## config.mk

```make
export PLATFORM = sky130hd
export DESIGN_NAME = lsu_axi_lite_master_flat
export DESIGN_NICKNAME = d
export VERILOG_FILES = /design/src/rtl/lsu_axi_lite_master_if.sv /design/src/rtl/lsu_axi_lite_master.sv /design/src/flat_wrapper.sv
export SDC_FILE = /design/constraint.sdc
export NUM_CORES = 1
export LEC_CHECK = 0
export ABC_CLOCK_PERIOD_IN_PS = 14400
export BUFFER_PORTS_ARGS = -buffer_cell sky130_fd_sc_hd__buf_4
export CORE_MARGIN = 2
export CORE_UTILIZATION = 50
export CTS_CLUSTER_SIZE = 14
export DETAILED_ROUTE_END_ITERATION = 16
export HOLD_SLACK_MARGIN = 0.06
export PLACE_DENSITY = 0.87
export SYNTH_ARGS = -nofsm -noshare
export SYNTH_HDL_FRONTEND = slang
export SYNTH_SLANG_ARGS = --single-unit
```

## constraint.sdc

```tcl
create_clock -name clk -period 14.4 [get_ports clk]
set_input_delay 0.72 -clock clk [delete_from_list [all_inputs] [get_ports clk]]
set_output_delay 0.72 -clock clk [all_outputs]
set_load 0.005 [all_outputs]
```

## src/rtl/lsu_axi_lite_master_if.sv

```systemverilog
// Bundles the pipeline request/response ports and the five AXI-Lite channels of the LSU.
// The master modport is the LSU's view; the slave modport is the pipeline plus memory side.
interface lsu_axi_lite_master_if #(
  parameter int unsigned ADDR_WIDTH = 32,
  parameter int unsigned DATA_WIDTH = 64
);
  localparam int unsigned NB = DATA_WIDTH / 8;

  logic                  req_valid;
  logic                  req_ready;
  logic                  req_we;
  logic [1:0]            req_size;
  logic                  req_signed;
  logic [ADDR_WIDTH-1:0] req_addr;
  logic [DATA_WIDTH-1:0] req_wdata;

  logic                  resp_valid;
  logic [DATA_WIDTH-1:0] resp_rdata;
  logic                  resp_err;

  logic [ADDR_WIDTH-1:0] araddr;
  logic                  arvalid;
  logic                  arready;
  logic [DATA_WIDTH-1:0] rdata;
  logic [1:0]            rresp;
  logic                  rvalid;
  logic                  rready;

  logic [ADDR_WIDTH-1:0] awaddr;
  logic                  awvalid;
  logic                  awready;
  logic [DATA_WIDTH-1:0] wdata;
  logic [NB-1:0]         wstrb;
  logic                  wvalid;
  logic                  wready;
  logic [1:0]            bresp;
  logic                  bvalid;
  logic                  bready;

  modport master (
    input  req_valid, req_we, req_size, req_signed, req_addr, req_wdata,
    output req_ready, resp_valid, resp_rdata, resp_err,
    output araddr, arvalid, rready, awaddr, awvalid, wdata, wstrb, wvalid, bready,
    input  arready, rdata, rresp, rvalid, awready, wready, bresp, bvalid
  );

  modport slave (
    output req_valid, req_we, req_size, req_signed, req_addr, req_wdata,
    input  req_ready, resp_valid, resp_rdata, resp_err,
    input  araddr, arvalid, rready, awaddr, awvalid, wdata, wstrb, wvalid, bready,
    output arready, rdata, rresp, rvalid, awready, wready, bresp, bvalid
  );
endinterface

```

## src/rtl/lsu_axi_lite_master.sv

```systemverilog
// MEM-stage load/store unit: runs each request as one AXI-Lite transaction, handling lane
// steering, byte strobes, load extension, alignment checks and error responses.
module lsu_axi_lite_master #(
  parameter int unsigned ADDR_WIDTH = 32,
  parameter int unsigned DATA_WIDTH = 64
) (
  input  logic                    clk,
  input  logic                    rst,
  lsu_axi_lite_master_if.master   bus
);
  localparam int unsigned NB = DATA_WIDTH / 8;
  localparam int unsigned OB = $clog2(NB);

  typedef enum logic [2:0] {S_IDLE, S_AR, S_R, S_WR, S_B, S_DONE} state_t;

  state_t                state, state_next;
  logic [1:0]            size_q, size_d;
  logic                  signed_q, signed_d;
  logic [OB-1:0]         off_q, off_d;
  logic                  aw_done, aw_done_d;
  logic                  w_done, w_done_d;
  logic [ADDR_WIDTH-1:0] addr_d;
  logic [DATA_WIDTH-1:0] wdata_d;
  logic [NB-1:0]         wstrb_d;
  logic [DATA_WIDTH-1:0] rdata_d;
  logic                  err_d;

  logic [OB-1:0]         req_off;
  logic [ADDR_WIDTH-1:0] req_mask;
  logic                  req_bad;
  logic [NB-1:0]         req_strb;
  logic [DATA_WIDTH-1:0] req_lanes;
  logic [DATA_WIDTH-1:0] req_shift;

  logic [DATA_WIDTH-1:0] rd_shift;
  logic [DATA_WIDTH-1:0] rd_ext;
  int unsigned           rd_bits;
  logic                  rd_sign;

  // Decode the incoming request: alignment check, strobes and lane-steered store data
  always_comb begin
    req_off   = bus.req_addr[OB-1:0];
    req_mask  = (ADDR_WIDTH'(1) << bus.req_size) - ADDR_WIDTH'(1);
    req_bad   = (32'(bus.req_size) > OB) || ((bus.req_addr & req_mask) != '0);
    req_strb  = ((NB'(1) << (4'd1 << bus.req_size)) - NB'(1)) << req_off;
    req_lanes = '0;
    for (int unsigned b = 0; b < NB; b++) begin
      req_lanes[b*8 +: 8] = {8{req_strb[b]}};
    end
    req_shift = (bus.req_wdata << {req_off, 3'b000}) & req_lanes;
  end

  // Right-justify the addressed bytes of the read beat and extend to full width
  always_comb begin
    rd_shift = bus.rdata >> {off_q, 3'b000};
    rd_bits  = 32'd8 << size_q;
    rd_sign  = 1'b0;
    rd_ext   = '0;
    for (int unsigned i = 0; i < DATA_WIDTH; i++) begin
      if (i == rd_bits - 32'd1) rd_sign = rd_shift[i];
    end
    for (int unsigned i = 0; i < DATA_WIDTH; i++) begin
      rd_ext[i] = (i < rd_bits) ? rd_shift[i] : (signed_q & rd_sign);
    end
  end

  // Next-state and next-output logic
  always_comb begin
    state_next = state;
    size_d     = size_q;
    signed_d   = signed_q;
    off_d      = off_q;
    aw_done_d  = aw_done;
    w_done_d   = w_done;
    addr_d     = bus.araddr;
    wdata_d    = bus.wdata;
    wstrb_d    = bus.wstrb;
    rdata_d    = bus.resp_rdata;
    err_d      = bus.resp_err;

    case (state)
      S_IDLE: begin
        if (bus.req_valid) begin
          size_d   = bus.req_size;
          signed_d = bus.req_signed;
          off_d    = req_off;
          addr_d   = bus.req_addr & ~ADDR_WIDTH'(NB - 1);
          wdata_d  = req_shift;
          wstrb_d  = req_strb;
          if (req_bad) begin
            rdata_d    = '0;
            err_d      = 1'b1;
            state_next = S_DONE;
          end else begin
            state_next = bus.req_we ? S_WR : S_AR;
          end
        end
      end
      S_AR: begin
        if (bus.arready) state_next = S_R;
      end
      S_R: begin
        if (bus.rvalid) begin
          err_d      = (bus.rresp != 2'b00);
          rdata_d    = (bus.rresp != 2'b00) ? '0 : rd_ext;
          state_next = S_DONE;
        end
      end
      S_WR: begin
        // AW and W may complete in either order or together
        aw_done_d = aw_done | (bus.awvalid & bus.awready);
        w_done_d  = w_done  | (bus.wvalid  & bus.wready);
        if (aw_done_d && w_done_d) begin
          aw_done_d  = 1'b0;
          w_done_d   = 1'b0;
          state_next = S_B;
        end
      end
      S_B: begin
        if (bus.bvalid) begin
          err_d      = (bus.bresp != 2'b00);
          rdata_d    = '0;
          state_next = S_DONE;
        end
      end
      S_DONE:  state_next = S_IDLE;
      default: state_next = S_IDLE;
    endcase
  end

  // State and registered outputs, decoded from the next state
  always_ff @(posedge clk or posedge rst) begin
    if (rst) begin
      state          <= S_IDLE;
      size_q         <= '0;
      signed_q       <= 1'b0;
      off_q          <= '0;
      aw_done        <= 1'b0;
      w_done         <= 1'b0;
      bus.req_ready  <= 1'b1;
      bus.resp_valid <= 1'b0;
      bus.resp_rdata <= '0;
      bus.resp_err   <= 1'b0;
      bus.araddr     <= '0;
      bus.arvalid    <= 1'b0;
      bus.rready     <= 1'b0;
      bus.awaddr     <= '0;
      bus.awvalid    <= 1'b0;
      bus.wdata      <= '0;
      bus.wstrb      <= '0;
      bus.wvalid     <= 1'b0;
      bus.bready     <= 1'b0;
    end else begin
      state          <= state_next;
      size_q         <= size_d;
      signed_q       <= signed_d;
      off_q          <= off_d;
      aw_done        <= aw_done_d;
      w_done         <= w_done_d;
      bus.req_ready  <= (state_next == S_IDLE);
      bus.resp_valid <= (state_next == S_DONE);
      bus.resp_rdata <= rdata_d;
      bus.resp_err   <= err_d;
      bus.araddr     <= addr_d;
      bus.arvalid    <= (state_next == S_AR);
      bus.rready     <= (state_next == S_R);
      bus.awaddr     <= addr_d;
      bus.awvalid    <= (state_next == S_WR) && !aw_done_d;
      bus.wdata      <= wdata_d;
      bus.wstrb      <= wstrb_d;
      bus.wvalid     <= (state_next == S_WR) && !w_done_d;
      bus.bready     <= (state_next == S_B);
    end
  end
endmodule

```

## src/flat_wrapper.sv

```systemverilog
// flat-port wrapper written by rule: the top's interface ports become plain ports
module lsu_axi_lite_master_flat 
#(
  parameter int unsigned ADDR_WIDTH = 32,
  parameter int unsigned DATA_WIDTH = 64
)
  (clk, rst, bus_req_valid, bus_req_we, bus_req_size, bus_req_signed, bus_req_addr, bus_req_wdata, bus_req_ready, bus_resp_valid, bus_resp_rdata, bus_resp_err, bus_araddr, bus_arvalid, bus_rready, bus_awaddr, bus_awvalid, bus_wdata, bus_wstrb, bus_wvalid, bus_bready, bus_arready, bus_rdata, bus_rresp, bus_rvalid, bus_awready, bus_wready, bus_bresp, bus_bvalid);
  lsu_axi_lite_master_if #(.ADDR_WIDTH(ADDR_WIDTH), .DATA_WIDTH(DATA_WIDTH)) bus_i ();
  input  logic clk;
  input  logic rst;
  input wire logic [$bits(bus_i.req_valid)-1:0] bus_req_valid;
  input wire logic [$bits(bus_i.req_we)-1:0] bus_req_we;
  input wire logic [$bits(bus_i.req_size)-1:0] bus_req_size;
  input wire logic [$bits(bus_i.req_signed)-1:0] bus_req_signed;
  input wire logic [$bits(bus_i.req_addr)-1:0] bus_req_addr;
  input wire logic [$bits(bus_i.req_wdata)-1:0] bus_req_wdata;
  output wire logic [$bits(bus_i.req_ready)-1:0] bus_req_ready;
  output wire logic [$bits(bus_i.resp_valid)-1:0] bus_resp_valid;
  output wire logic [$bits(bus_i.resp_rdata)-1:0] bus_resp_rdata;
  output wire logic [$bits(bus_i.resp_err)-1:0] bus_resp_err;
  output wire logic [$bits(bus_i.araddr)-1:0] bus_araddr;
  output wire logic [$bits(bus_i.arvalid)-1:0] bus_arvalid;
  output wire logic [$bits(bus_i.rready)-1:0] bus_rready;
  output wire logic [$bits(bus_i.awaddr)-1:0] bus_awaddr;
  output wire logic [$bits(bus_i.awvalid)-1:0] bus_awvalid;
  output wire logic [$bits(bus_i.wdata)-1:0] bus_wdata;
  output wire logic [$bits(bus_i.wstrb)-1:0] bus_wstrb;
  output wire logic [$bits(bus_i.wvalid)-1:0] bus_wvalid;
  output wire logic [$bits(bus_i.bready)-1:0] bus_bready;
  input wire logic [$bits(bus_i.arready)-1:0] bus_arready;
  input wire logic [$bits(bus_i.rdata)-1:0] bus_rdata;
  input wire logic [$bits(bus_i.rresp)-1:0] bus_rresp;
  input wire logic [$bits(bus_i.rvalid)-1:0] bus_rvalid;
  input wire logic [$bits(bus_i.awready)-1:0] bus_awready;
  input wire logic [$bits(bus_i.wready)-1:0] bus_wready;
  input wire logic [$bits(bus_i.bresp)-1:0] bus_bresp;
  input wire logic [$bits(bus_i.bvalid)-1:0] bus_bvalid;
  assign bus_i.req_valid = bus_req_valid;
  assign bus_i.req_we = bus_req_we;
  assign bus_i.req_size = bus_req_size;
  assign bus_i.req_signed = bus_req_signed;
  assign bus_i.req_addr = bus_req_addr;
  assign bus_i.req_wdata = bus_req_wdata;
  assign bus_req_ready = bus_i.req_ready;
  assign bus_resp_valid = bus_i.resp_valid;
  assign bus_resp_rdata = bus_i.resp_rdata;
  assign bus_resp_err = bus_i.resp_err;
  assign bus_araddr = bus_i.araddr;
  assign bus_arvalid = bus_i.arvalid;
  assign bus_rready = bus_i.rready;
  assign bus_awaddr = bus_i.awaddr;
  assign bus_awvalid = bus_i.awvalid;
  assign bus_wdata = bus_i.wdata;
  assign bus_wstrb = bus_i.wstrb;
  assign bus_wvalid = bus_i.wvalid;
  assign bus_bready = bus_i.bready;
  assign bus_i.arready = bus_arready;
  assign bus_i.rdata = bus_rdata;
  assign bus_i.rresp = bus_rresp;
  assign bus_i.rvalid = bus_rvalid;
  assign bus_i.awready = bus_awready;
  assign bus_i.wready = bus_wready;
  assign bus_i.bresp = bus_bresp;
  assign bus_i.bvalid = bus_bvalid;
  lsu_axi_lite_master #(.ADDR_WIDTH(ADDR_WIDTH), .DATA_WIDTH(DATA_WIDTH)) u_core (.clk(clk), .rst(rst), .bus(bus_i));
endmodule
```

======== Word level (Yosys, flattened, before mapping) ========
Index checks and enable logic that the tools add are counted.
word-level totals
  flip-flop bits (word level) ............. 184
  input port bits ......................... 176
  output and inout port bits .............. 208
  logic and storage cells ................. 340
operators by class
  add/subtract/negate cells ............... 3
  magnitude comparators ................... 64
  equal/unequal tests ..................... 76
  shifts and indexed selects .............. 7
  muxes and demuxes ....................... 151
  bitwise gates (word level) .............. 7
  reduce and logical (&&, ||, !) cells .... 14
operators by type and width
  operator                                                               number
  6-bit by 32-bit == test with 1-bit output (first input constant)       32
  6-bit by 32-bit < comparator with 1-bit output (first input constant)  32
  5-bit by 32-bit == test with 1-bit output (first input constant)       16
  5-bit by 32-bit < comparator with 1-bit output (first input constant)  16
  64-bit 2-to-1 mux                                                      5
  4-bit by 32-bit == test with 1-bit output (first input constant)       8
  4-bit by 32-bit < comparator with 1-bit output (first input constant)  8
  64-bit one-hot mux with 3 select lines                                 1
  1-bit 2-to-1 mux                                                       136
  3-bit by 32-bit == test with 1-bit output (first input constant)       4
  3-bit by 32-bit < comparator with 1-bit output (first input constant)  4
  64-bit AND                                                             1
  2-bit by 32-bit == test with 1-bit output (first input constant)       2
  1-bit by 32-bit < comparator with 1-bit output (first input constant)  2
  2-bit by 32-bit < comparator with 1-bit output (first input constant)  2
  64-bit by 6-bit << shifter with 64-bit output                          1
  64-bit by 6-bit right shift with 64-bit output                         1
  32-bit AND                                                             1
  1-bit by 32-bit == test with 1-bit output (first input constant)       1
  32-bit logical NOT                                                     1
  32-bit nonzero test                                                    1
  1-bit by 2-bit << shifter with 32-bit output (first input constant)    1
  4-bit by 2-bit << shifter with 32-bit output (first input constant)    1
  32-bit by 1-bit subtractor with 32-bit output (second input constant)  1
  other kinds (23)                                                       44

======== Longest topological paths before layout ========
Gate-level depths: netlist of run 1.
  depth in word-level cells ............... 72
  gate-level depth with buffers ........... 11
  depth with buffers taken out ............ 9

======== Worst setup path after synthesis of run 1 ========
OpenSTA, ideal clock, no wires.
  path type ............................... input to register
  from .................................... input bus_req_size[1]
  to ...................................... register u_core.bus.resp_err
  setup time .............................. 125 ps
  arrival ................................. 2,566 ps
  data required time ...................... 14,275 ps
  setup slack ............................. 11,709 ps
  cell stages on the path ................. 11
  path buffers ............................ 2
  cells stage by stage .................... clkbuf_1 -> and2_1 -> inv_1 -> ha_1 -> inv_1 -> a221oi_1 -> a21o_1 -> and2_1 -> buf_2 -> inv_2 -> mux2_2
on the way
  longest elaborated chain between the ends .. 6
ends and longest elaborated chain
  element                                                     RTL line                      text
  start, declared                                             flat_wrapper.sv:13            input wire logic [$bits(bus_i.req_size)-1:0] bus_req_size;
  1-bit by 2-bit << shifter with 32-bit output                lsu_axi_lite_master.sv:43     req_mask = (ADDR_WIDTH'(1) << bus.req_size) - ADDR_WIDTH'(1);
  32-bit by 2-bit subtractor with 32-bit output               lsu_axi_lite_master.sv:43
  32-bit AND                                                  lsu_axi_lite_master.sv:44     req_bad = (32'(bus.req_size) > OB) || ((bus.req_addr & req_mask) != '0);
  32-bit nonzero test                                         lsu_axi_lite_master.sv:44
  2-bit by 1-bit inequality test with 1-bit output (no line)  -
  5-bit AND reduction (no line)                               -
  end signal, assigned                                        lsu_axi_lite_master.sv:163    bus.resp_err <= err_d;
  end, declared                                               lsu_axi_lite_master_if.sv:42  output req_ready, resp_valid, resp_rdata, resp_err,
Every way passes these cells.
A chain may end at the register's enable or synchronous reset.

======== Final worst setup path of run 1 ========
Same ends and word-level chain as after synthesis.

==> flow_summary.html, run 1 <==
<table>
<tr><th>Metric</th><th>Value</th></tr>
<tr><th colspan="2">Routing</th></tr>
<tr><td>Vias per cell</td><td>6.21</td></tr>
<tr><td>DRC violation count after routing</td><td>0</td></tr>
<tr><td>Count of antenna-violating nets left after detailed routing</td><td>0</td></tr>
<tr><td>Number of vias after detailed routing</td><td>10.2k</td></tr>
<tr><td>Length of the first detailed-routing pass in iterations</td><td>6</td></tr>
<tr><td>Post-Route WL</td><td>37,300 um</td></tr>
<tr><td>Detailed Route Iter0 Violations</td><td>978</td></tr>
<tr><td>Per-cell routed wire length</td><td>22.6 um</td></tr>
<tr><th colspan="2">Finish</th></tr>
<tr><td>Antenna diodes</td><td>0</td></tr>
<tr><td>Nets@finish</td><td>1,539</td></tr>
<tr><td>Share of final-layout standard cells stronger than drive strength 1</td><td>35.3%</td></tr>
<tr><td>Area growth, synth to finish</td><td>30.1%</td></tr>
<tr><th colspan="2">Global routing</th></tr>
<tr><td>Number of antenna violations at the first check in global routing</td><td>0</td></tr>
<tr><td>Overall global routing resource usage</td><td>31.8%</td></tr>
<tr><td>Largest net degree at the start of global routing</td><td>108</td></tr>
<tr><td>Vias in the first global route</td><td>9,646</td></tr>
<tr><td>Wire length of the first global-routing pass</td><td>55,200 um</td></tr>
<tr><td>Global route overflow</td><td>0</td></tr>
<tr><th colspan="2">Clocking</th></tr>
<tr><td>Clock sinks</td><td>184</td></tr>
<tr><td>Cts bufs inserted</td><td>17</td></tr>
<tr><td>Clock tree from TritonCTS</td><td>done</td></tr>
<tr><td>Number of buffers between clock root and the deepest sink</td><td>2</td></tr>
<tr><td>Clock insertion delay at the later pin of the skew report</td><td>0.43 ns</td></tr>
<tr><td>Hold buffers post-CTS</td><td>0</td></tr>
<tr><td>Clock root cell</td><td>clkbuf_16</td></tr>
<tr><td>Resize count post-CTS</td><td>0</td></tr>
<tr><td>Clock transition time at the flip-flop clock pins of the worst setup and hold paths</td><td>0.07 ns</td></tr>
<tr><td>Maximum level of the CTS H-tree</td><td>4</td></tr>
<tr><td>Number of buffers added for setup after CTS</td><td>0</td></tr>
<tr><th colspan="2">Critical path</th></tr>
<tr><td>Crit Path Class</td><td>in2reg</td></tr>
<tr><td>Required @ worst endpoint</td><td>14.71 ns</td></tr>
<tr><td>Element type at the critical path end</td><td>register</td></tr>
<tr><td>CP Data Arrival Time</td><td>3.59 ns</td></tr>
<tr><td>Nature of the critical path startpoint</td><td>input port</td></tr>
<tr><td>CP max FO</td><td>55</td></tr>
<tr><th colspan="2">Timing</th></tr>
<tr><td>Worst-Margin Slew</td><td>1.10 ns</td></tr>
<tr><td>Worst-case setup margin in the final layout</td><td>11.12 ns</td></tr>
<tr><td>Final max-slew violation count</td><td>0</td></tr>
<tr><td>Clock Skews</td><td>0.0141 ns</td></tr>
<tr><td>Unrepaired setup endpoints after global routing</td><td>no</td></tr>
<tr><td>Fmax</td><td>305 MHz</td></tr>
<tr><td>Period utilisation layout</td><td>22.8%</td></tr>
<tr><td>Crit path time final</td><td>3.28 ns</td></tr>
<tr><td>Hold Violations, Final</td><td>0</td></tr>
<tr><td>Final count of negative-setup-slack endpoints</td><td>0</td></tr>
<tr><td>Max_slew headroom</td><td>26.1%</td></tr>
<tr><td>Summed negative setup slack over all endpoints</td><td>0 ns</td></tr>
<tr><th colspan="2">Power</th></tr>
<tr><td>P_leak</td><td>7.05 nW</td></tr>
<tr><td>Worst supply voltage drop on vdd</td><td>90.5 uV</td></tr>
<tr><td>PD cells</td><td>170 nW/um^2</td></tr>
<tr><th colspan="2">Yosys</th></tr>
<tr><td>Synth Area in Simple Gates</td><td>14.0%</td></tr>
<tr><td>Total number of yosys warnings</td><td>0</td></tr>
<tr><td>Fraction of the yosys area taken by sequential cells</td><td>42.9%</td></tr>
<tr><td>Multiplexer share of the synthesized area</td><td>17.9%</td></tr>
<tr><td>Avg Cell Area, Syn</td><td>10.0 sq um</td></tr>
<tr><td>Post-Synth Adder-Cell Area</td><td>0.233%</td></tr>
<tr><td>Number of enable flip-flop cells after synthesis</td><td>0</td></tr>
<tr><td>Area share of the leading cell type in the synthesized netlist</td><td>42.6%</td></tr>
<tr><td>Share of flip-flops with an asynchronous set or reset after synthesis</td><td>100%</td></tr>
<tr><td>Cell Area, Synth</td><td>10,700 sq um</td></tr>
<tr><td>Number of synthesized register bits</td><td>184</td></tr>
<tr><td>Combinational family with the most area after synthesis</td><td>compound AO/OA/AOI/OAI gates</td></tr>
<tr><td>Number of instances in the synthesized netlist</td><td>1,073</td></tr>
<tr><td>Post-synthesis share of cell area spent on xor and xnor gates</td><td>0%</td></tr>
<tr><td>Complex-gate fraction of the synthesized area</td><td>18.6%</td></tr>
<tr><td>Cell taking the most area after synthesis</td><td>dfrtp_1</td></tr>
<tr><td>Top post-synthesis cells by area</td><td>dfrtp_1 43%, mux2i_1 8.5%, mux4_2 7.8%, nand2_1 7.3%, a22o_1 3.5%</td></tr>
<tr><td>Count of cell types in the netlist</td><td>67</td></tr>
<tr><td>Predominant post-synthesis flop cell</td><td>dfrtp_1</td></tr>
<tr><th colspan="2">Die</th></tr>
<tr><td>Area of the placeable core</td><td>21,100 sq um</td></tr>
<tr><td>Floorplan die area</td><td>22,700 sq um</td></tr>
<tr><td>Standard-cell rows</td><td>53</td></tr>
<tr><td>Horizontal die dimension</td><td>151 um</td></tr>
<tr><td>Die height</td><td>151 um</td></tr>
<tr><td>Starting utilization of the core area</td><td>51.0%</td></tr>
<tr><td>Number of placed I/O pins</td><td>384</td></tr>
<tr><th colspan="2">Place</th></tr>
<tr><td>Post-DP HPWL</td><td>28,000 um</td></tr>
<tr><td>Minimum setup slack after placement</td><td>10.72 ns</td></tr>
<tr><td>Gp weighted congestion</td><td>1.01</td></tr>
<tr><td>Input/output buffers</td><td>377</td></tr>
<tr><th colspan="2">Run</th></tr>
<tr><td>Max_cap viols</td><td>0</td></tr>
<tr><th colspan="2">Min path</th></tr>
<tr><td>Path category of the worst min-delay check</td><td>in2async</td></tr>
<tr><th colspan="2">Status</th></tr>
<tr><td>Status</td><td>complete, no violations</td></tr>
</table>
-- metal layers --
metal	wire length, um	vias up	share of wire [%]	track usage [%]
met5	0	-	0	0
met4	1780	0	4.8	15.0
met3	4070	123	11	7.52
met2	18300	743	49	53.7
met1	13100	4882	35	38.6
li1	-	4492	-	-
-- worst paths after layout --
kind                                      from                   endpoint  slack (ns)  cells after the start
max                            bus_req_size[1]        u_core.bus.resp_err       11.12                     10
min                                        rst      u_core.bus.araddr[18]        0.39                      2
max reg2reg                    u_core.off_q[2]  u_core.bus.resp_rdata[61]       11.26                      4
min reg2reg                u_core.bus.wstrb[4]        u_core.bus.wstrb[4]        0.48                      2
max in group asynchronous                  rst       u_core.bus.wdata[19]       12.43                      3
min in group clk              bus_req_addr[24]      u_core.bus.araddr[24]        0.48                      3
-- cell families after synthesis --
kind of cell / count (synthesis)
and+or+nand+nor: 331
AOI/OAI and AO/OA: 278
DFF: 184
muxes: 142
buffers and inverters: 135
adders and majority gates: 2
other: 1
-- sequential cells by signal (all words and copies together) (netlist names), 2 cells and up --
name                   count
u_core.bus.araddr         29
u_core.state               3
u_core.size_q              2
u_core.bus.wstrb           8
u_core.off_q               3
u_core.bus.resp_rdata     64
u_core.bus.wdata          64
-- synth_stat cells, types with 3 or more instances --
library cell,count
o22a_1,3
a221o_1,25
o211ai_1,10
nand2b_1,6
clkbuf_1,49
nor2b_1,14
and2_1,10
and3_1,5
buf_4,36
nand4_1,3
a211o_1,14
a22oi_1,8
mux2i_1,91
nor2_1,32
o21ai_0,71
buf_2,26
a21oi_1,30
a31oi_1,12
inv_1,8
buf_1,10
nand2_1,210
a21o_1,8
o21a_1,3
nand3_1,24
a211oi_1,11
dfrtp_1,183
o32ai_1,3
a22o_1,43
nor4b_1,3
nand3b_1,4
o2bb2ai_1,20
mux4_2,37
o22ai_1,7
mux2_2,12
nor3_1,4
-- layout make-up --
cell class	instances	area [sq um]
fill	1646	7100
clock buffer	17	425
sequential	184	4610
inverter	12	52.6
clock inverter	15	155
tap	275	344
multi-input combinational	759	5490
timing repair buffer	387	2910
-- critical path, stage by stage --
cell	delay [ns]
buf_4	0.14
and2_1	0.19
inv_1	0.05
ha_1	0.26
inv_1	0.04
a221oi_1	0.44
a21o_1	0.41
and2_2	0.94
inv_2	0.07
mux2_2	0.30
-- where the power goes --
part           switching, mW  internal, mW  total, mW
clock                  0.227         0.247      0.474
sequential             0.173         0.674      0.847
combinational          0.533         0.521       1.05
total                  0.933          1.44       2.38
-- layout by cell type (no fill, tap or decap), types with 6 or more instances in the layout --
cell type	count
inv_6	6
clkbuf_16	17
conb_1	6
nand2b_1	6
mux2i_1	91
a21o_1	8
mux2_2	12
o211ai_1	10
a221o_1	25
a211o_1	14
a31oi_1	12
dfrtp_1	182
and2_1	9
a22o_1	43
buf_4	387
o22ai_1	7
nand3_1	24
nor2_1	32
inv_1	7
mux4_2	37
a211oi_1	11
o21ai_0	71
nand2_1	210
a21oi_1	30
a22oi_1	8
o2bb2ai_1	20
nor2b_1	14
-- per-stage QoR --
step                      total power, mW  cell area [sq um]  util [%]  hold WS, ns  instances
final                                2.38              14000      66.3        0.391       1649
after global routing                 2.50              14000      66.3        0.462       1649
after CTS                            2.37              14000      66.3        0.454       1649
after detailed placement             1.90              13400      63.6        0.466       1617
after global placement               1.86              13400      63.6        0.463       1617
after floorplan                      1.44              10800         -        0.465       1078
(Power assumes the default switching activity.)
==> run 2, diff against run 1 <==
--- a/config.mk
+++ b/config.mk
@@ -5,7 +5,7 @@
 export SDC_FILE = /design/constraint.sdc
 export NUM_CORES = 1
 export LEC_CHECK = 0
-export ABC_CLOCK_PERIOD_IN_PS = 14400
+export ABC_CLOCK_PERIOD_IN_PS = 3200
 export BUFFER_PORTS_ARGS = -buffer_cell sky130_fd_sc_hd__buf_4
 export CORE_MARGIN = 2
 export CORE_UTILIZATION = 50
==> constraint.sdc (replaced) <==
create_clock -name clk -period 3.2 [get_ports clk]
set_input_delay 0.16 -clock clk [delete_from_list [all_inputs] [get_ports clk]]
set_output_delay 0.16 -clock clk [all_outputs]
set_load 0.005 [all_outputs]
==> run 2 against run 1 <==
Effect of this change:
- critical path depth up 1
- cell count up 4.4%
- first-iteration DRC count down 9.8%
- setup slack worse by 11 ns
- clock power rose to 4.6 times the previous value
- largest cell class unchanged
==> flow_summary.html, run 2 (same netlist as run 1, synthesis figures left out) <==
<table>
<tr><th>Metric</th><th>Value</th></tr>
<tr><th colspan="2">Status</th></tr>
<tr><td>Status</td><td>complete, no violations</td></tr>
<tr><th colspan="2">Critical path</th></tr>
<tr><td>Worst Reg2Reg Path Length in Cells</td><td>6</td></tr>
<tr><td>CP Data Arrival Time</td><td>3.18 ns</td></tr>
<tr><td>Origin of the worst setup path</td><td>bus_req_size[1]</td></tr>
<tr><td>CP max FO</td><td>33</td></tr>
<tr><td>Required @ worst endpoint</td><td>3.57 ns</td></tr>
<tr><td>Crit Path Class</td><td>in2reg</td></tr>
<tr><td>Nature of the critical path startpoint</td><td>input port</td></tr>
<tr><td>Element type at the critical path end</td><td>register</td></tr>
<tr><td>Critical R2R Capture</td><td>u_core.bus.resp_rdata[29]</td></tr>
<tr><td>Reg-to-Reg Start</td><td>u_core.off_q[2]</td></tr>
<tr><td>R2r setup slk</td><td>0.58 ns</td></tr>
<tr><th colspan="2">Clocking</th></tr>
<tr><td>Clock root cell</td><td>clkbuf_16</td></tr>
<tr><td>Maximum level of the CTS H-tree</td><td>4</td></tr>
<tr><td>Clock transition time at the flip-flop clock pins of the worst setup and hold paths</td><td>0.08 ns</td></tr>
<tr><td>Resize count post-CTS</td><td>0</td></tr>
<tr><td>Clock sinks</td><td>184</td></tr>
<tr><td>Clock tree from TritonCTS</td><td>done</td></tr>
<tr><td>Clock insertion delay at the later pin of the skew report</td><td>0.44 ns</td></tr>
<tr><td>Cts bufs inserted</td><td>17</td></tr>
<tr><td>Number of buffers between clock root and the deepest sink</td><td>2</td></tr>
<tr><th colspan="2">Global routing</th></tr>
<tr><td>Met2 demand-to-capacity share in global routing</td><td>56.7%</td></tr>
<tr><td>Met1 Usage GRT</td><td>41.1%</td></tr>
<tr><td>Overall global routing resource usage</td><td>34.6%</td></tr>
<tr><td>Number of antenna violations at the first check in global routing</td><td>0</td></tr>
<tr><td>Largest net degree at the start of global routing</td><td>79</td></tr>
<tr><td>Highest-utilization routing layer at the global route stage</td><td>met2</td></tr>
<tr><td>Vias in the first global route</td><td>10.5k</td></tr>
<tr><td>Wire length of the first global-routing pass</td><td>59,600 um</td></tr>
<tr><td>Global routing usage on met3</td><td>10.0%</td></tr>
<tr><td>Global route overflow</td><td>0</td></tr>
<tr><th colspan="2">Place</th></tr>
<tr><td>Placed Instance Area</td><td>13,600 sq um</td></tr>
<tr><td>Cells after DPL</td><td>1,638</td></tr>
<tr><td>Minimum setup slack after placement</td><td>0.577 ns</td></tr>
<tr><td>Input/output buffers</td><td>377</td></tr>
<tr><td>Post-DP HPWL</td><td>29,100 um</td></tr>
<tr><td>Gp weighted congestion</td><td>0.937</td></tr>
<tr><th colspan="2">Timing</th></tr>
<tr><td>Final count of negative-setup-slack endpoints</td><td>0</td></tr>
<tr><td>Max_slew headroom</td><td>45.3%</td></tr>
<tr><td>Hold Violations, Final</td><td>0</td></tr>
<tr><td>Final max-slew violation count</td><td>0</td></tr>
<tr><td>Summed negative setup slack over all endpoints</td><td>0 ns</td></tr>
<tr><td>Fmax</td><td>356 MHz</td></tr>
<tr><td>Crit path time final</td><td>2.81 ns</td></tr>
<tr><td>Worst hold margin</td><td>0.0680 ns</td></tr>
<tr><td>Unrepaired setup endpoints after global routing</td><td>no</td></tr>
<tr><td>Clock Skews</td><td>0.0105 ns</td></tr>
<tr><td>Period utilisation layout</td><td>87.9%</td></tr>
<tr><td>Worst-case setup margin in the final layout</td><td>0.388 ns</td></tr>
<tr><td>Worst-Margin Slew</td><td>0.819 ns</td></tr>
<tr><th colspan="2">Routing</th></tr>
<tr><td>Length of the first detailed-routing pass in iterations</td><td>6</td></tr>
<tr><td>Count of antenna-violating nets left after detailed routing</td><td>0</td></tr>
<tr><td>Detailed Route Iter0 Violations</td><td>882</td></tr>
<tr><td>Post-Route WL</td><td>39,800 um</td></tr>
<tr><td>DRC violation count after routing</td><td>0</td></tr>
<tr><td>Vias per cell</td><td>6.15</td></tr>
<tr><td>Per-cell routed wire length</td><td>23.1 um</td></tr>
<tr><td>Number of vias after detailed routing</td><td>10.6k</td></tr>
<tr><th colspan="2">Die</th></tr>
<tr><td>Standard-cell rows</td><td>53</td></tr>
<tr><td>Horizontal die dimension</td><td>151 um</td></tr>
<tr><td>Die height</td><td>151 um</td></tr>
<tr><td>Floorplan die area</td><td>22,700 sq um</td></tr>
<tr><td>Number of placed I/O pins</td><td>384</td></tr>
<tr><td>Area of the placeable core</td><td>21,100 sq um</td></tr>
<tr><td>Starting utilization of the core area</td><td>51.0%</td></tr>
<tr><th colspan="2">Min path</th></tr>
<tr><td>End of the worst hold path</td><td>u_core.bus.wdata[15]</td></tr>
<tr><td>Number of stages on the worst hold path</td><td>3</td></tr>
<tr><td>Critical hold path startpoint</td><td>bus_req_wdata[15]</td></tr>
<tr><td>Path category of the worst min-delay check</td><td>in2reg</td></tr>
<tr><th colspan="2">Finish</th></tr>
<tr><td>Core Util, Final</td><td>69.8%</td></tr>
<tr><td>Largest registers</td><td>u_core.bus.resp_rdata x64, u_core.bus.wdata x64, u_core.bus.araddr x29</td></tr>
<tr><td>Highest-count cells in the layout ignoring fill and taps</td><td>405 x buf_4, 210 x nand2_1, 182 x dfrtp_1</td></tr>
<tr><td>Filler cell count in the final layout</td><td>1,592</td></tr>
<tr><td>Share of final-layout standard cells stronger than drive strength 1</td><td>35.0%</td></tr>
<tr><td>Final cell count without fillers</td><td>1,722</td></tr>
<tr><td>Most common cell after layout, fill and taps aside</td><td>buf_4</td></tr>
<tr><td>Area growth, synth to finish</td><td>37.0%</td></tr>
<tr><td>Nets@finish</td><td>1,612</td></tr>
<tr><td>Antenna diodes</td><td>0</td></tr>
<tr><td>Summed area of non-filler cells in the final layout</td><td>14,700 sq um</td></tr>
<tr><th colspan="2">Power</th></tr>
<tr><td>Total design power</td><td>10.9 mW</td></tr>
<tr><td>PD cells</td><td>743 nW/um^2</td></tr>
<tr><td>Worst supply voltage drop on vdd</td><td>439 uV</td></tr>
<tr><td>P_leak</td><td>7.38 nW</td></tr>
<tr><th colspan="2">Run</th></tr>
<tr><td>Max_cap viols</td><td>0</td></tr>
</table>
-- run 2: changes by cell type in the layout (fill, tap and decap cells not counted), sizes merged --
cell / change
clkinvlp: +2
inv: -3
clkinv: +1
dlygate4sd3: +52
buf: +21
-- run 2: per-layer routing --
layer	wire (um)	vias to the layer above	part of all wire, %
li1	-	4627	-
met3	4190	145	11
met5	0	-	0
met1	14200	5109	36
met4	2070	0	5.2
met2	19300	706	49
-- run 2: worst max path at each step --
stage	endpoint	slack [ns]	cells past startpoint
global route	u_core.bus.resp_rdata[42]	0.15	11
finish	u_core.bus.resp_rdata[42]	0.39	11
global placement	u_core.bus.resp_rdata[59]	0.69	10
CTS	u_core.bus.resp_rdata[42]	0.44	11
floorplan	u_core.aw_done	0.68	1
detailed placement	u_core.bus.resp_rdata[35]	0.58	10
-- run 2: area by class of cell --
type	count	area, sq um	share of cell area (%)
Sequential cell	184	4610	31.3
Tap cell	275	344	2.34
Clock buffer	17	425	2.89
Timing Repair Buffer	460	3620	24.6
Clock inverter	15	181	1.23
Inverter	12	48.8	0.331
Multi-Input combinational cell	759	5490	37.3
-- run 2: critical path, cell delays in order --
cell	delay, ns
dlygate4sd3_1	0.53
buf_4	0.17
and2_1	0.19
inv_1	0.06
ha_1	0.26
inv_1	0.04
a221oi_1	0.44
a21o_1	0.46
and2_2	0.26
buf_4	0.35
a221o_1	0.24
-- run 2: report_power, final --
group / internal, mW / switching, mW
Sequential: 3.04 / 0.648
Clock: 1.13 / 1.07
Combinational: 2.45 / 2.61
Total: 6.62 / 4.32
-- run 2: what timing repair did --
item | CTS | global route
buffers inserted | 0 | 0
endpoints found under the hold margin | 78 | 0
hold buffers | 52 | 0
==> run 3, diff against run 2 <==
--- a/config.mk
+++ b/config.mk
@@ -8,11 +8,12 @@
 export ABC_CLOCK_PERIOD_IN_PS = 3200
 export BUFFER_PORTS_ARGS = -buffer_cell sky130_fd_sc_hd__buf_4
 export CORE_MARGIN = 2
-export CORE_UTILIZATION = 50
+export CORE_UTILIZATION = 51
+export CTS_BUF_LIST = sky130_fd_sc_hd__clkbuf_16
 export CTS_CLUSTER_SIZE = 14
 export DETAILED_ROUTE_END_ITERATION = 16
 export HOLD_SLACK_MARGIN = 0.06
-export PLACE_DENSITY = 0.87
+export PLACE_DENSITY = 0.89
 export SYNTH_ARGS = -nofsm -noshare
 export SYNTH_HDL_FRONTEND = slang
 export SYNTH_SLANG_ARGS = --single-unit
==> run 3 against run 2 <==
Effect of this change:
- sequential cell count unchanged
- non-clock buffer count down 5
- clock power decreased by 4%
- register-to-register slack about the same
- critical path type unchanged
- highest routed layer unchanged
- combinational power is essentially flat
==> flow_summary.html, run 3 (same netlist as run 1, synthesis figures left out) <==
<table>
<tr><th>Metric</th><th>Value</th></tr>
<tr><th colspan="2">Critical path</th></tr>
<tr><td>Crit Path Class</td><td>in2reg</td></tr>
<tr><td>Nature of the critical path startpoint</td><td>input port</td></tr>
<tr><td>CP Data Arrival Time</td><td>3.00 ns</td></tr>
<tr><td>CP max FO</td><td>36</td></tr>
<tr><td>Required @ worst endpoint</td><td>3.56 ns</td></tr>
<tr><td>Element type at the critical path end</td><td>register</td></tr>
<tr><th colspan="2">Routing</th></tr>
<tr><td>Length of the first detailed-routing pass in iterations</td><td>6</td></tr>
<tr><td>Vias per cell</td><td>6.16</td></tr>
<tr><td>DRC violation count after routing</td><td>0</td></tr>
<tr><td>Detailed Route Iter0 Violations</td><td>1,002</td></tr>
<tr><td>Per-cell routed wire length</td><td>23.0 um</td></tr>
<tr><td>Number of vias after detailed routing</td><td>10.6k</td></tr>
<tr><td>Count of antenna-violating nets left after detailed routing</td><td>0</td></tr>
<tr><td>Post-Route WL</td><td>39,500 um</td></tr>
<tr><th colspan="2">Finish</th></tr>
<tr><td>Most common cell after layout, fill and taps aside</td><td>buf_4</td></tr>
<tr><td>Area growth, synth to finish</td><td>36.6%</td></tr>
<tr><td>Storage element area</td><td>4610 sq um</td></tr>
<tr><td>Share of final-layout standard cells stronger than drive strength 1</td><td>34.8%</td></tr>
<tr><td>Largest registers</td><td>u_core.bus.resp_rdata x64, u_core.bus.wdata x64, u_core.bus.araddr x29</td></tr>
<tr><td>Multi-input combinational cell area</td><td>5490 sq um</td></tr>
<tr><td>Antenna diodes</td><td>0</td></tr>
<tr><td>Nets@finish</td><td>1,607</td></tr>
<tr><td>Highest-count cells in the layout ignoring fill and taps</td><td>399 x buf_4, 210 x nand2_1, 182 x dfrtp_1</td></tr>
<tr><td>Filler cell count in the final layout</td><td>1,538</td></tr>
<tr><th colspan="2">Global routing</th></tr>
<tr><td>Largest net degree at the start of global routing</td><td>66</td></tr>
<tr><td>Vias in the first global route</td><td>10.5k</td></tr>
<tr><td>Overall global routing resource usage</td><td>35.3%</td></tr>
<tr><td>Wire length of the first global-routing pass</td><td>59,800 um</td></tr>
<tr><td>Global route overflow</td><td>0</td></tr>
<tr><td>Number of antenna violations at the first check in global routing</td><td>0</td></tr>
<tr><th colspan="2">Place</th></tr>
<tr><td>Post-DP HPWL</td><td>28,900 um</td></tr>
<tr><td>Gp weighted congestion</td><td>0.992</td></tr>
<tr><td>Input/output buffers</td><td>377</td></tr>
<tr><th colspan="2">Clocking</th></tr>
<tr><td>Clock sinks</td><td>184</td></tr>
<tr><td>Clock tree from TritonCTS</td><td>done</td></tr>
<tr><td>Clock insertion delay at the later pin of the skew report</td><td>0.44 ns</td></tr>
<tr><td>Resize count post-CTS</td><td>0</td></tr>
<tr><td>Number of buffers between clock root and the deepest sink</td><td>2</td></tr>
<tr><td>Clock root cell</td><td>clkbuf_16</td></tr>
<tr><td>Clock transition time at the flip-flop clock pins of the worst setup and hold paths</td><td>0.08 ns</td></tr>
<tr><td>Hold buffers post-CTS</td><td>51</td></tr>
<tr><td>Cts bufs inserted</td><td>17</td></tr>
<tr><td>Maximum level of the CTS H-tree</td><td>4</td></tr>
<tr><td>Number of buffers added for setup after CTS</td><td>0</td></tr>
<tr><th colspan="2">Timing</th></tr>
<tr><td>Hold Violations, Final</td><td>0</td></tr>
<tr><td>Final max-slew violation count</td><td>0</td></tr>
<tr><td>Unrepaired setup endpoints after global routing</td><td>no</td></tr>
<tr><td>Clock Skews</td><td>0.0112 ns</td></tr>
<tr><td>Crit path time final</td><td>2.64 ns</td></tr>
<tr><td>Summed negative setup slack over all endpoints</td><td>0 ns</td></tr>
<tr><td>Max_slew headroom</td><td>41.4%</td></tr>
<tr><td>Worst hold margin</td><td>0.0753 ns</td></tr>
<tr><td>Fmax</td><td>378 MHz</td></tr>
<tr><td>Period utilisation layout</td><td>82.6%</td></tr>
<tr><td>Worst-Margin Slew</td><td>0.876 ns</td></tr>
<tr><td>Final count of negative-setup-slack endpoints</td><td>0</td></tr>
<tr><th colspan="2">Power</th></tr>
<tr><td>Worst supply voltage drop on vdd</td><td>436 uV</td></tr>
<tr><td>P_leak</td><td>7.35 nW</td></tr>
<tr><td>Total design power</td><td>10.8 mW</td></tr>
<tr><td>PD cells</td><td>739 nW/um^2</td></tr>
<tr><th colspan="2">Die</th></tr>
<tr><td>Number of placed I/O pins</td><td>384</td></tr>
<tr><td>Standard-cell rows</td><td>53</td></tr>
<tr><td>Starting utilization of the core area</td><td>51.6%</td></tr>
<tr><td>Horizontal die dimension</td><td>149 um</td></tr>
<tr><td>Floorplan die area</td><td>22,200 sq um</td></tr>
<tr><td>Die height</td><td>149 um</td></tr>
<tr><td>Area of the placeable core</td><td>20,800 sq um</td></tr>
<tr><th colspan="2">Status</th></tr>
<tr><td>Status</td><td>complete, no violations</td></tr>
<tr><th colspan="2">Run</th></tr>
<tr><td>Max_cap viols</td><td>0</td></tr>
<tr><th colspan="2">Min path</th></tr>
<tr><td>Path category of the worst min-delay check</td><td>in2reg</td></tr>
</table>
## run 3: cell count changes in the layout (fill, tap and decap cells not counted)
cell	change
clkinv_4	-1
bufinv_16	-1
buf_4	-6
inv_8	-1
dlygate4sd3_1	-1
clkinvlp_4	+1
inv_6	+2
buf_12	+2
## run 3: layer usage
layer / up-vias / wire, um / GRT usage (%)
met5: - / 0 / 0
met4: 0 / 2160 / 17.8
met3: 156 / 4160 / 9.51
met2: 756 / 19400 / 59.3
met1: 5049 / 13700 / 41.9
li1: 4609 / - / -
## run 3: power breakdown
group          switching, mW  internal (mW)  total, mW
sequential             0.656           3.04       3.69
combinational           2.59           2.45       5.04
clock                   1.06           1.05       2.11
## run 3: path summary, 6_finish.rpt
kind,startpoint,end,slack [ns],depth (start not counted)
max in group asynchronous,rst,u_core.bus.req_ready,1.96,4
min in group asynchronous,rst,u_core.bus.arvalid,0.45,3
max reg2reg,u_core.off_q[0],u_core.bus.resp_rdata[18],0.59,6
min,bus_req_wdata[12],u_core.bus.wdata[12],0.08,3
max,bus_req_size[1],u_core.bus.resp_rdata[58],0.56,11
min reg2reg,u_core.bus.wdata[56],u_core.bus.wdata[56],0.49,2
## run 3: worst max-delay path, cell delays in order
cell           delay, ns
dlygate4sd3_1       0.52
buf_4               0.17
and2_1              0.19
inv_1               0.06
ha_1                0.26
inv_1               0.03
a221oi_1            0.49
a21o_1              0.20
and2_2              0.42
buf_12              0.26
a221o_1             0.22
## run 3: metrics by stage
step / utilization, % / setup slack, ns / cell area (sq um) / std cells
final: 70.5 / 0.557 / 14700 / 1717
after global routing: 70.5 / 0.379 / 14700 / 1717
after CTS: 70.5 / 0.616 / 14700 / 1717
after detailed placement: 65.3 / 0.705 / 13600 / 1634
after global placement: 65.3 / 0.750 / 13600 / 1634
after floorplan: - / 0.676 / 10800 / 1078
## run 3: cell type report
cell class / count / area share (%)
clock buffers: 17 / 2.90
repair buffers: 455 / 24.6
multi-input cells: 759 / 37.4
well taps: 275 / 2.34
inverters: 12 / 0.332
clock inverters: 15 / 1.07
flip-flops and latches: 184 / 31.4
